**config.mk**
```make
export PLATFORM = sky130hd
export DESIGN_NAME = cmp_serial
export DESIGN_NICKNAME = d
export VERILOG_FILES = /design/src/rtl/cmp_serial.sv
export SDC_FILE = /design/constraint.sdc
export NUM_CORES = 1
export LEC_CHECK = 0
export ABC_AREA = 1
export CAP_MARGIN = 30
export CELL_PAD_IN_SITES_DETAIL_PLACEMENT = 1
export CELL_PAD_IN_SITES_GLOBAL_PLACEMENT = 1
export CORE_MARGIN = 2
export CORE_UTILIZATION = 35
export CTS_BUF_LIST = sky130_fd_sc_hd__clkbuf_16
export CTS_CLUSTER_DIAMETER = 30
export DETAILED_ROUTE_END_ITERATION = 10
export DONT_BUFFER_PORTS = 1
export PLACE_DENSITY = 0.73
export SLEW_MARGIN = 10
export SYNTH_ARGS = -nofsm -noshare
export SYNTH_HDL_FRONTEND = slang
export SYNTH_SLANG_ARGS = --single-unit
export TNS_END_PERCENT = 30
```
**constraint.sdc**
```tcl
create_clock -name clk -period 1.55 [get_ports clk]
set_clock_uncertainty 0.1 [all_clocks]
set_input_delay 0.3875 -clock clk [delete_from_list [all_inputs] [get_ports clk]]
set_output_delay 0.3875 -clock clk [all_outputs]
set_load 0.005 [all_outputs]
```
**src/rtl/cmp_serial.sv**
```systemverilog
// Serial MSB-first magnitude comparator: STEP bits per clock, unsigned or two's-complement.
// Optional early completion on the first differing digit: define CMP_SERIAL_EARLY_EXIT_EN.
module cmp_serial #(
   parameter int WIDTH = 16,
   parameter int STEP  = 2
) (
   input  logic             clk,
   input  logic             rst_n,
   input  logic             start,
   input  logic             sgn,
   input  logic [WIDTH-1:0] a,
   input  logic [WIDTH-1:0] b,
   output logic             busy,
   output logic             done,
   output logic             gt,
   output logic             eq,
   output logic             lt
);

   localparam int N  = WIDTH / STEP;
   localparam int CW = $clog2(N + 1);

   typedef enum logic {
      IDLE,
      RUN
   } state_t;

   state_t           state_reg;
   logic [WIDTH-1:0] sa_reg;
   logic [WIDTH-1:0] sb_reg;
   logic [CW-1:0]    cnt_reg;
   logic             gt_acc_reg;
   logic             eq_acc_reg;
   logic             lt_acc_reg;

   logic [STEP-1:0]  da;
   logic [STEP-1:0]  db;
   logic [STEP-1:0]  cell_gt;
   logic [STEP-1:0]  cell_eq;
   logic [STEP-1:0]  cell_lt;
   logic             dgt;
   logic             deq;
   logic             dlt;
   logic             gt_acc_next;
   logic             eq_acc_next;
   logic             lt_acc_next;
   logic             last_digit;
   logic             finish;
   logic [WIDTH-1:0] sign_mask;

   // Flipping the MSB maps two's-complement onto offset binary, so the datapath stays unsigned.
   assign sign_mask = {sgn, {(WIDTH-1){1'b0}}};

   assign da = sa_reg[WIDTH-1 -: STEP];
   assign db = sb_reg[WIDTH-1 -: STEP];

   genvar gi;
   generate
      for (gi = 0; gi < STEP; gi++) begin : g_cell
         assign cell_gt[gi] = da[gi] & ~db[gi];
         assign cell_eq[gi] = ~(da[gi] ^ db[gi]);
         assign cell_lt[gi] = ~da[gi] & db[gi];
      end
   endgenerate

   // Combiner chain across the digit, most significant cell first.
   always_comb begin
      dgt = 1'b0;
      deq = 1'b1;
      dlt = 1'b0;
      for (int i = STEP - 1; i >= 0; i--) begin
         dgt = dgt | (deq & cell_gt[i]);
         dlt = dlt | (deq & cell_lt[i]);
         deq = deq & cell_eq[i];
      end
   end

   assign gt_acc_next = gt_acc_reg | (eq_acc_reg & dgt);
   assign lt_acc_next = lt_acc_reg | (eq_acc_reg & dlt);
   assign eq_acc_next = eq_acc_reg & deq;
   assign last_digit  = (cnt_reg == CW'(1));

`ifdef CMP_SERIAL_EARLY_EXIT_EN
   assign finish = last_digit | gt_acc_next | lt_acc_next;
`else
   assign finish = last_digit;
`endif

   always_ff @(posedge clk or negedge rst_n) begin
      if (!rst_n) begin
         state_reg  <= IDLE;
         sa_reg     <= '0;
         sb_reg     <= '0;
         cnt_reg    <= '0;
         gt_acc_reg <= 1'b0;
         eq_acc_reg <= 1'b0;
         lt_acc_reg <= 1'b0;
         busy       <= 1'b0;
         done       <= 1'b0;
         gt         <= 1'b0;
         eq         <= 1'b0;
         lt         <= 1'b0;
      end else begin
         case (state_reg)
            IDLE: begin
               done <= 1'b0;
               if (start) begin
                  sa_reg     <= a ^ sign_mask;
                  sb_reg     <= b ^ sign_mask;
                  gt_acc_reg <= 1'b0;
                  eq_acc_reg <= 1'b1;
                  lt_acc_reg <= 1'b0;
                  cnt_reg    <= CW'(N);
                  busy       <= 1'b1;
                  state_reg  <= RUN;
               end
            end
            RUN: begin
               gt_acc_reg <= gt_acc_next;
               eq_acc_reg <= eq_acc_next;
               lt_acc_reg <= lt_acc_next;
               sa_reg     <= sa_reg << STEP;
               sb_reg     <= sb_reg << STEP;
               cnt_reg    <= cnt_reg - CW'(1);
               if (finish) begin
                  // Publish from the next-state terms so the last digit is included.
                  gt        <= gt_acc_next;
                  eq        <= eq_acc_next;
                  lt        <= lt_acc_next;
                  done      <= 1'b1;
                  busy      <= 1'b0;
                  state_reg <= IDLE;
               end
            end
            default: begin
               state_reg <= IDLE;
               busy      <= 1'b0;
               done      <= 1'b0;
            end
         endcase
      end
   end

endmodule

```
=== Word-level counts from Yosys, hierarchy flattened ===
Cells that the tools add are included.

* Equality and inequality tests: 3
* Add/sub/neg operators: 1
* Magnitude comparators: 0
* Bitwise logic cells: 25
* Reductions and logical operators: 2
* Shifts and indexed selects: 0
* Multiply operators: 0
* Multiplexer cells: 18
* Divide/modulo/power cells: 0

{| class="wikitable"
|+ Operators with widths
! cell !! count
|-
| 16-bit case mux with 2 select lines || 2
|-
| 16-bit 2-to-1 mux || 2
|-
| 16-bit bitwise XOR || 2
|-
| 1-bit case mux with 2 select lines || 6
|-
| 1-bit bitwise AND || 10
|-
| 4-bit case mux with 2 select lines || 1
|-
| 1-bit NOT || 7
|-
| 1-bit 2-to-1 mux || 6
|-
| 4-bit by 1-bit == test with 1-bit output, second input constant || 1
|-
| 4-bit 2-to-1 mux || 1
|-
| 1-bit bitwise OR || 4
|-
| 2-bit AND reduction || 2
|-
| 4-bit by 1-bit subtractor with 4-bit output, second input constant || 1
|-
| 2-bit by 1-bit inequality test with 1-bit output, second input constant || 1
|-
| 2-bit inequality test, second input constant || 1
|-
| 1-bit bitwise XOR || 2
|}

* Memories kept: 0
* Logic and storage cells: 61
* Output and inout bits: 5
* Bits in writable memories: 0
* Bits of input ports: 36
* ROM bits: 0
* Latch bits: 0
* Register bits: 45

=== Longest topological paths before layout ===
Gate-level depths: netlist of run 1.

* Depth after elaboration: 7
* Mapped depth: 8
* Gate-level depth less buffers: 8

=== Least setup slack after synthesis of run 1 ===
OpenSTA, ideal clock, no wires.

* Path kind: register -> register
* Start point: register sa_reg[15]
* End point: register gt
* Data required time: 1.333 ns
* Period minus slack after synthesis: 1.200 ns
* Arrival time: 0.983 ns
* Cell stages (with the launch flop): 9
* Setup time: 0.117 ns
* Setup slack: 0.350 ns
* Buffers on the path: 0
* Cells stage by stage: dfrtp_1 -> inv_1 -> ha_1 -> nand2_1 -> nand2_1 -> nand2_1 -> nand2_1 -> nand2_1 -> nand2_1

* Cells in the longest elaborated chain, start to end: 6
* Elaborated cells on any way between the ends: 7
* Those cells by class: bitwise: 7

{| class="wikitable"
|+ Ends and longest elaborated chain
! item !! RTL line !! source
|-
| from (decl) || 29 || <nowiki>logic [WIDTH-1:0] sa_reg;</nowiki>
|-
| from (signal assigned) || 108 || <nowiki>sa_reg <= a ^ sign_mask;</nowiki>
|-
| from (signal assigned) || 122 || <nowiki>sa_reg <= sa_reg << STEP;</nowiki>
|-
| 1-bit bitwise XOR || 61 || <nowiki>assign cell_eq[gi] = ~(da[gi] ^ db[gi]);</nowiki>
|-
| 1-bit NOT || 61 ||
|-
| 1-bit bitwise AND || 72 || <nowiki>dgt = dgt | (deq & cell_gt[i]);</nowiki>
|-
| 1-bit bitwise OR * || 72 ||
|-
| 1-bit bitwise AND * || 78 || <nowiki>assign gt_acc_next = gt_acc_reg | (eq_acc_reg & dgt);</nowiki>
|-
| 1-bit bitwise OR * || 78 ||
|-
| to (signal assigned) || 127 || <nowiki>gt <= gt_acc_next;</nowiki>
|-
| to (decl) || 15 || <nowiki>output logic gt,</nowiki>
|}

Every way passes the cells marked *; elsewhere a longest branch is shown, timed or not.
A chain may end at the register's enable or synchronous reset.

=== Worst setup path in the final report of run 1 ===
* Start point: register state_reg
* End point: register cnt_reg[3]

* Cells in the longest elaborated chain, start to end: 2
* Elaborated cells on any way between the ends: 3
* Those cells by class: eq/ne: 1; mux: 1; bitwise: 1

{| class="wikitable"
|+ Ends and longest elaborated chain
! item !! RTL line !! source
|-
| from (decl) || 28 || <nowiki>state_t state_reg;</nowiki>
|-
| from (signal assigned) || 91 || <nowiki>state_reg <= IDLE;</nowiki>
|-
| from (signal assigned) || 115 || <nowiki>state_reg <= RUN;</nowiki>
|-
| from (signal assigned) || 132 || <nowiki>state_reg <= IDLE;</nowiki>
|-
| 1-bit NOT || -- ||
|-
| 4-bit case mux with 2 select lines or 2-bit inequality test (tied branches) || -- ||
|-
| to (signal assigned) || 113 || <nowiki>cnt_reg <= CW'(N);</nowiki>
|-
| to (signal assigned) || 124 || <nowiki>cnt_reg <= cnt_reg - CW'(1);</nowiki>
|-
| to (decl) || 31 || <nowiki>logic [CW-1:0] cnt_reg;</nowiki>
|}

Several ways; a longest one is shown, not always the timed one.

==> flow_summary.json, run 1 <==
{
  "outcome": "finished, violations left",
  "violations": "hold timing",
  "io_pins": 41,
  "routedWlPerCell_um": 15.4,
  "syn_nets": 277,
  "power.density_nw_per_um2": 1910,
  "critical_path_required_ns": 1.61,
  "synthSimpleGateAreaFrac": 0.265,
  "fp.dieH_um": 79.7,
  "synth-adder-area-share": 0.0375,
  "ys_warn_count": 0,
  "viasPerCell": 5.01,
  "synth_area_sq_um": 2000,
  "crit_type": "reg2reg",
  "hold_ws_ns": -0.310,
  "clkTransAtPathRegs_ns": 0.06,
  "fp.dieArea_sq_um": 6340,
  "grt_max_degree": 46,
  "ys_seq_area_frac": 0.562,
  "hold_path_class": "in2async",
  "synth_top_area_frac": 0.562,
  "maxCapViolCount": 0,
  "design.core.area_sq_um": 5510,
  "synth.distinct_cells": 19,
  "antenna_found_initial": 0,
  "clk_path_buf_depth": 2,
  "postLayoutCoreUtil": 0.411,
  "slew_headroom": 0.773,
  "syn_to_final_growth_pct": 13.1,
  "rows": 27,
  "drv_slew": 0,
  "power_switching_share": 0.341,
  "synth_largest_area_cell": "dfrtp_1",
  "drive_gt1_frac": 0.0546,
  "num_antenna_cells": 0,
  "synth_mux_area_frac": 0,
  "rsz0062_at_grt": "false",
  "hold_violations": 45,
  "power.switching_w": 0.00148,
  "drcViolationCount": 0,
  "finalSetupTns_ns": 0,
  "htree_levels": 2,
  "tritoncts": "built",
  "critPathArrivalTime_ns": 1.43,
  "synth_compound_gate_area_share": 0.0687,
  "io_buffers": 0,
  "setup_viol": 0,
  "ys_top_cells_by_area": "dfrtp_1, nand2_1, nand3_1",
  "ant_nets": 0,
  "num-nets-final": 279,
  "hpwl_um": 3310,
  "synth_xor_area_frac": 0.00874,
  "gp_congestion": 0.790,
  "die_w_um": 79.7,
  "cts_root_buf": "clkbuf_16",
  "cp_max_fo": 9,
  "start_util": 0.364,
  "synthCells": 235,
  "drt-pass1-iter-count": 4,
  "synth_top_family_by_area": "simple AND/OR/NAND/NOR gates",
  "layout_common_cells": "nand2_1, dfrtp_1, nand3_1, inv_1, o21ai_0",
  "grt-ovfl-total": 0,
  "final_common_cell": "nand2_1",
  "cts_buffers": 5,
  "grt_first_pass_wirelength_um": 8050,
  "grt_pass1_vias": 1637,
  "layout_min_cycle_time_ns": 1.37,
  "max_freq_mhz": 731,
  "fin_crit_sh": 0.883,
  "tightest_slew_ns": 0.340,
  "vdd_drop_max_v": 0.000822,
  "avgSynthCellArea_sq_um": 8.52,
  "wirelength_um": 4770,
  "p_leak_nw": 1.10,
  "worst_setup_path_end_kind": "flip-flop",
  "pwr-share-comb": 0.282,
  "via_count": 1553,
  "power_frac_clock": 0.274,
  "start_kind": "flip-flop",
  "drt-initial-drc-count": 126,
  "clock_sinks": 45,
  "clk-insertion-delay-late_ns": 0.29,
  "sequentialPowerShare": 0.445,
  "internal_power_w": 0.00285,
  "ys_ff_latch": 45,
  "grt.total_usage": 0.169
}
cells in the mapped netlist (all sizes together):
| master | n |
|---|---|
| nand2 | 99 |
| xnor2 | 2 |
| dfrtp | 45 |
| buf | 7 |
| inv | 18 |
| ha | 6 |
| nand3 | 25 |
| nor2 | 7 |
| o21ai | 8 |
| nand4 | 1 |
| a21oi | 6 |
| a22oi | 2 |
| a22o | 1 |
| clkbuf | 2 |
| o211ai | 5 |
| o22ai | 1 |
worst paths after layout:
kind | depth (start not counted) | from | slack [ns] | to
min | 0 | rst_n | -0.31 | sa_reg[11]
min reg2reg | 2 | sb_reg[5] | 0.40 | sb_reg[5]
max in group asynchronous | 0 | rst_n | 1.54 | sa_reg[14]
min in group clk | 2 | b[7] | 0.12 | sb_reg[7]
max | 5 | state_reg | 0.18 | cnt_reg[3]
max reg2reg | 5 | state_reg | 0.18 | cnt_reg[3]
logic make-up after synthesis:
group,Yosys count
xor gates and xnor gates,2
DFF,45
and+or+nand+nor,132
buffers and inverters,27
adders and majority gates,6
AOI/OAI and AO/OA,23
area by class of cell:
cell class | count | area (sq um)
fill | 650 | 3240
sequential | 45 | 1130
multi-input combinational | 163 | 764
clock buffer | 5 | 125
tap | 72 | 90.1
inverter | 18 | 67.6
timing repair buffer | 4 | 55.1
clock inverter | 3 | 37.5
power groups by stage:
stage          clock network [W]  registers, W  logic [W]
4_1_cts                  0.00122       0.00193    0.00126
6_report                 0.00119       0.00193    0.00122
2_1_floorplan                  0       0.00184   0.000933
5_1_grt                  0.00127       0.00199    0.00144
3_5_place_dp                   0       0.00194    0.00124
3_3_place_gp                   0       0.00193    0.00119
metrics by stage:
| step | cell area [sq um] | hold slack (ns) | std cells | total power [W] | worst slack [ns] |
|---|---|---|---|---|---|
| final | 2270 | -0.310 | 310 | 0.00433 | 0.182 |
| after global routing | 2270 | -0.325 | 310 | 0.00471 | 0.0252 |
| after CTS | 2270 | -0.316 | 310 | 0.00441 | 0.155 |
| after detailed placement | 2100 | -0.00690 | 302 | 0.00319 | 0.187 |
| after global placement | 2100 | -0.00687 | 302 | 0.00313 | 0.227 |
| after floorplan | 2000 | -0.00809 | 235 | 0.00278 | 0.350 |
layer usage:
layer,wire (um),track usage,part of all wire,vias to the layer above
li1,-,-,-,747
met1,2110,0.214,0.44,770
met2,2340,0.272,0.49,30
met3,255,0.0475,0.053,6
met4,67,0.0672,0.014,0
met5,0,0,0,-
timing repair:
action	CTS	global route
gates resized for setup	0	0
buffers inserted	0	0
endpoints found under the hold margin	45	45
critical path: stages (launching register included):
cell and delay [ns]:
dfrtp_1 0.54, inv_2 0.14, nand2_1 0.23, nand3_1 0.10, nand2_1 0.07, nand3_1 0.06
(Power assumes the default switching activity.)
==> run 2: changes to the inputs <==
--- a/config.mk
+++ b/config.mk
@@ -16,6 +16,7 @@
 export DETAILED_ROUTE_END_ITERATION = 10
 export DONT_BUFFER_PORTS = 1
 export PLACE_DENSITY = 0.73
+export SETUP_SLACK_MARGIN = 0.02
 export SLEW_MARGIN = 10
 export SYNTH_ARGS = -nofsm -noshare
 export SYNTH_HDL_FRONTEND = slang
==> constraint.sdc (replaced) <==
create_clock -name clk -period 1.55 [get_ports clk]
set_clock_uncertainty 0.1 [all_clocks]
set_input_delay 0.31 -clock clk [delete_from_list [all_inputs] [get_ports clk]]
set_output_delay 0.31 -clock clk [all_outputs]
set_load 0.005 [all_outputs]
==> flow_summary.json, run 2 (same netlist as run 1, synthesis figures left out) <==
{
  "clkTransAtPathRegs_ns": 0.06,
  "clk-insertion-delay-late_ns": 0.29,
  "r2r_cells": 5,
  "critical-path-top-delay-family": "flip-flops",
  "routedWlPerCell_um": 15.4,
  "clock_sinks": 45,
  "via_count": 1562,
  "setup_viol": 0,
  "reg2reg_slack_ns": 0.18,
  "ctsResizeCount": 0,
  "grt_max_degree": 46,
  "fp.dieH_um": 79.7,
  "hold_ws_ns": 0.0434,
  "drcViolationCount": 0,
  "drive_gt1_frac": 0.0583,
  "worst_setup_path_end_kind": "flip-flop",
  "maxCapViolCount": 0,
  "cts_root_buf": "clkbuf_16",
  "worstHoldStart": "b[7]",
  "grt_first_pass_wirelength_um": 8100,
  "design.core.area_sq_um": 5510,
  "fp.dieArea_sq_um": 6340,
  "start_kind": "flip-flop",
  "ant_nets": 0,
  "hpwl_um": 3310,
  "fin_crit_sh": 0.883,
  "path_cells": "inv_2 -> nand2_1 -> nand3_1 -> nand2_1 -> nand3_1",
  "start_util": 0.364,
  "grt_pass1_vias": 1651,
  "p_leak_nw": 1.12,
  "final_common_cell": "nand2_1",
  "num_antenna_cells": 0,
  "drt-pass1-iter-count": 4,
  "clk_path_buf_depth": 2,
  "grt.total_usage": 0.170,
  "viasPerCell": 5.01,
  "max_freq_mhz": 730,
  "hold_violations": 0,
  "vdd_drop_max_v": 0.000822,
  "timing.rr.start": "state_reg",
  "htree_levels": 2,
  "worstHoldPathCells": 2,
  "crit_type": "reg2reg",
  "cts_buffers": 5,
  "cp_max_fo": 9,
  "placed_cell_area_sq_um": 2100,
  "reg2reg_to": "cnt_reg[3]",
  "drt-initial-drc-count": 126,
  "whs_endpoint": "sb_reg[7]",
  "place_inst": 302,
  "wirelength_um": 4810,
  "path_buf_inv": 1,
  "finalSetupTns_ns": 0,
  "layout_common_cells": "nand2_1, dfrtp_1, nand3_1, inv_1, o21ai_0",
  "critPathArrivalTime_ns": 1.43,
  "rows": 27,
  "layout_min_cycle_time_ns": 1.37,
  "antenna_found_initial": 0,
  "grt-ovfl-total": 0,
  "power.density_nw_per_um2": 1900,
  "fin_area_sq_um": 2300,
  "outcome": "completed",
  "tritoncts": "built",
  "gp_congestion": 0.790,
  "die_w_um": 79.7,
  "slew_headroom": 0.773,
  "critical_path_required_ns": 1.61,
  "hold_path_class": "in2reg",
  "crit_cells": 5,
  "slowest_delay_ns": 0.54,
  "drv_slew": 0,
  "io_pins": 41,
  "tightest_slew_ns": 0.340,
  "io_buffers": 0,
  "syn_to_final_growth_pct": 15.0,
  "cp_slowest_cell": "dfrtp_1",
  "num-nets-final": 281,
  "rsz0062_at_grt": "false",
  "fin_cells": 312
}
-- run 2: cell count changes in the layout (fill, tap and decap cells not counted), sizes merged --
cell | before | now
buf | 4 | 5
dlygate4sd3 | 0 | 1
-- run 2: final cells by class --
cell class | count | area, sq um
Sequential cell | 45 | 1130
Fill cell | 646 | 3200
Multi-Input combinational cell | 163 | 764
Inverter | 18 | 67.6
Clock inverter | 3 | 37.5
Tap cell | 72 | 90.1
Timing Repair Buffer | 6 | 92.6
Clock buffer | 5 | 125
-- run 2: metrics by stage --
stage	utilization	setup WS (ns)	power, W
after floorplan	-	0.350	0.00278
after global placement	0.382	0.227	0.00313
after detailed placement	0.382	0.187	0.00319
after CTS	0.418	0.155	0.00445
after global routing	0.418	0.0252	0.00475
final	0.418	0.181	0.00437
-- run 2: power breakdown --
| group | total [W] | switching (W) | leakage (nW) | internal, W |
|---|---|---|---|---|
| Sequential | 0.00193 | 0.000311 | 0.593 | 0.00162 |
| Clock | 0.00119 | 0.000437 | 0.0826 | 0.000749 |
| Combinational | 0.00125 | 0.000758 | 0.446 | 0.000495 |
-- run 2: worst register-to-register path, delay by kind of cell, from the launching register on --
family	cells	cell delay (ns)
flops	1	0.54
simple gates	4	0.47
buf+inv	1	0.14
-- run 2: timing repair --
action / in CTS / in global routing
hold endpoints to repair: 45 / 0
hold buffers: 2 / 0
setup buffers: 0 / 0
-- run 2: per-layer routing --
metal	GRT usage	vias up	part of all wire
li1	-	752	-
met1	0.217	779	0.45
met2	0.272	25	0.49
met3	0.0475	6	0.049
met4	0.0672	0	0.014
met5	0	-	0
-- run 2: how the worst max path moves through the flow --
stage	startpoint	to	slack, ns
2_1_floorplan	sa_reg[15]	gt	0.35
3_3_place_gp	sa_reg[15]	lt	0.23
3_5_place_dp	state_reg	cnt_reg[3]	0.19
4_1_cts	state_reg	cnt_reg[3]	0.16
5_1_grt	state_reg	cnt_reg[3]	0.03
6_report	state_reg	cnt_reg[3]	0.18
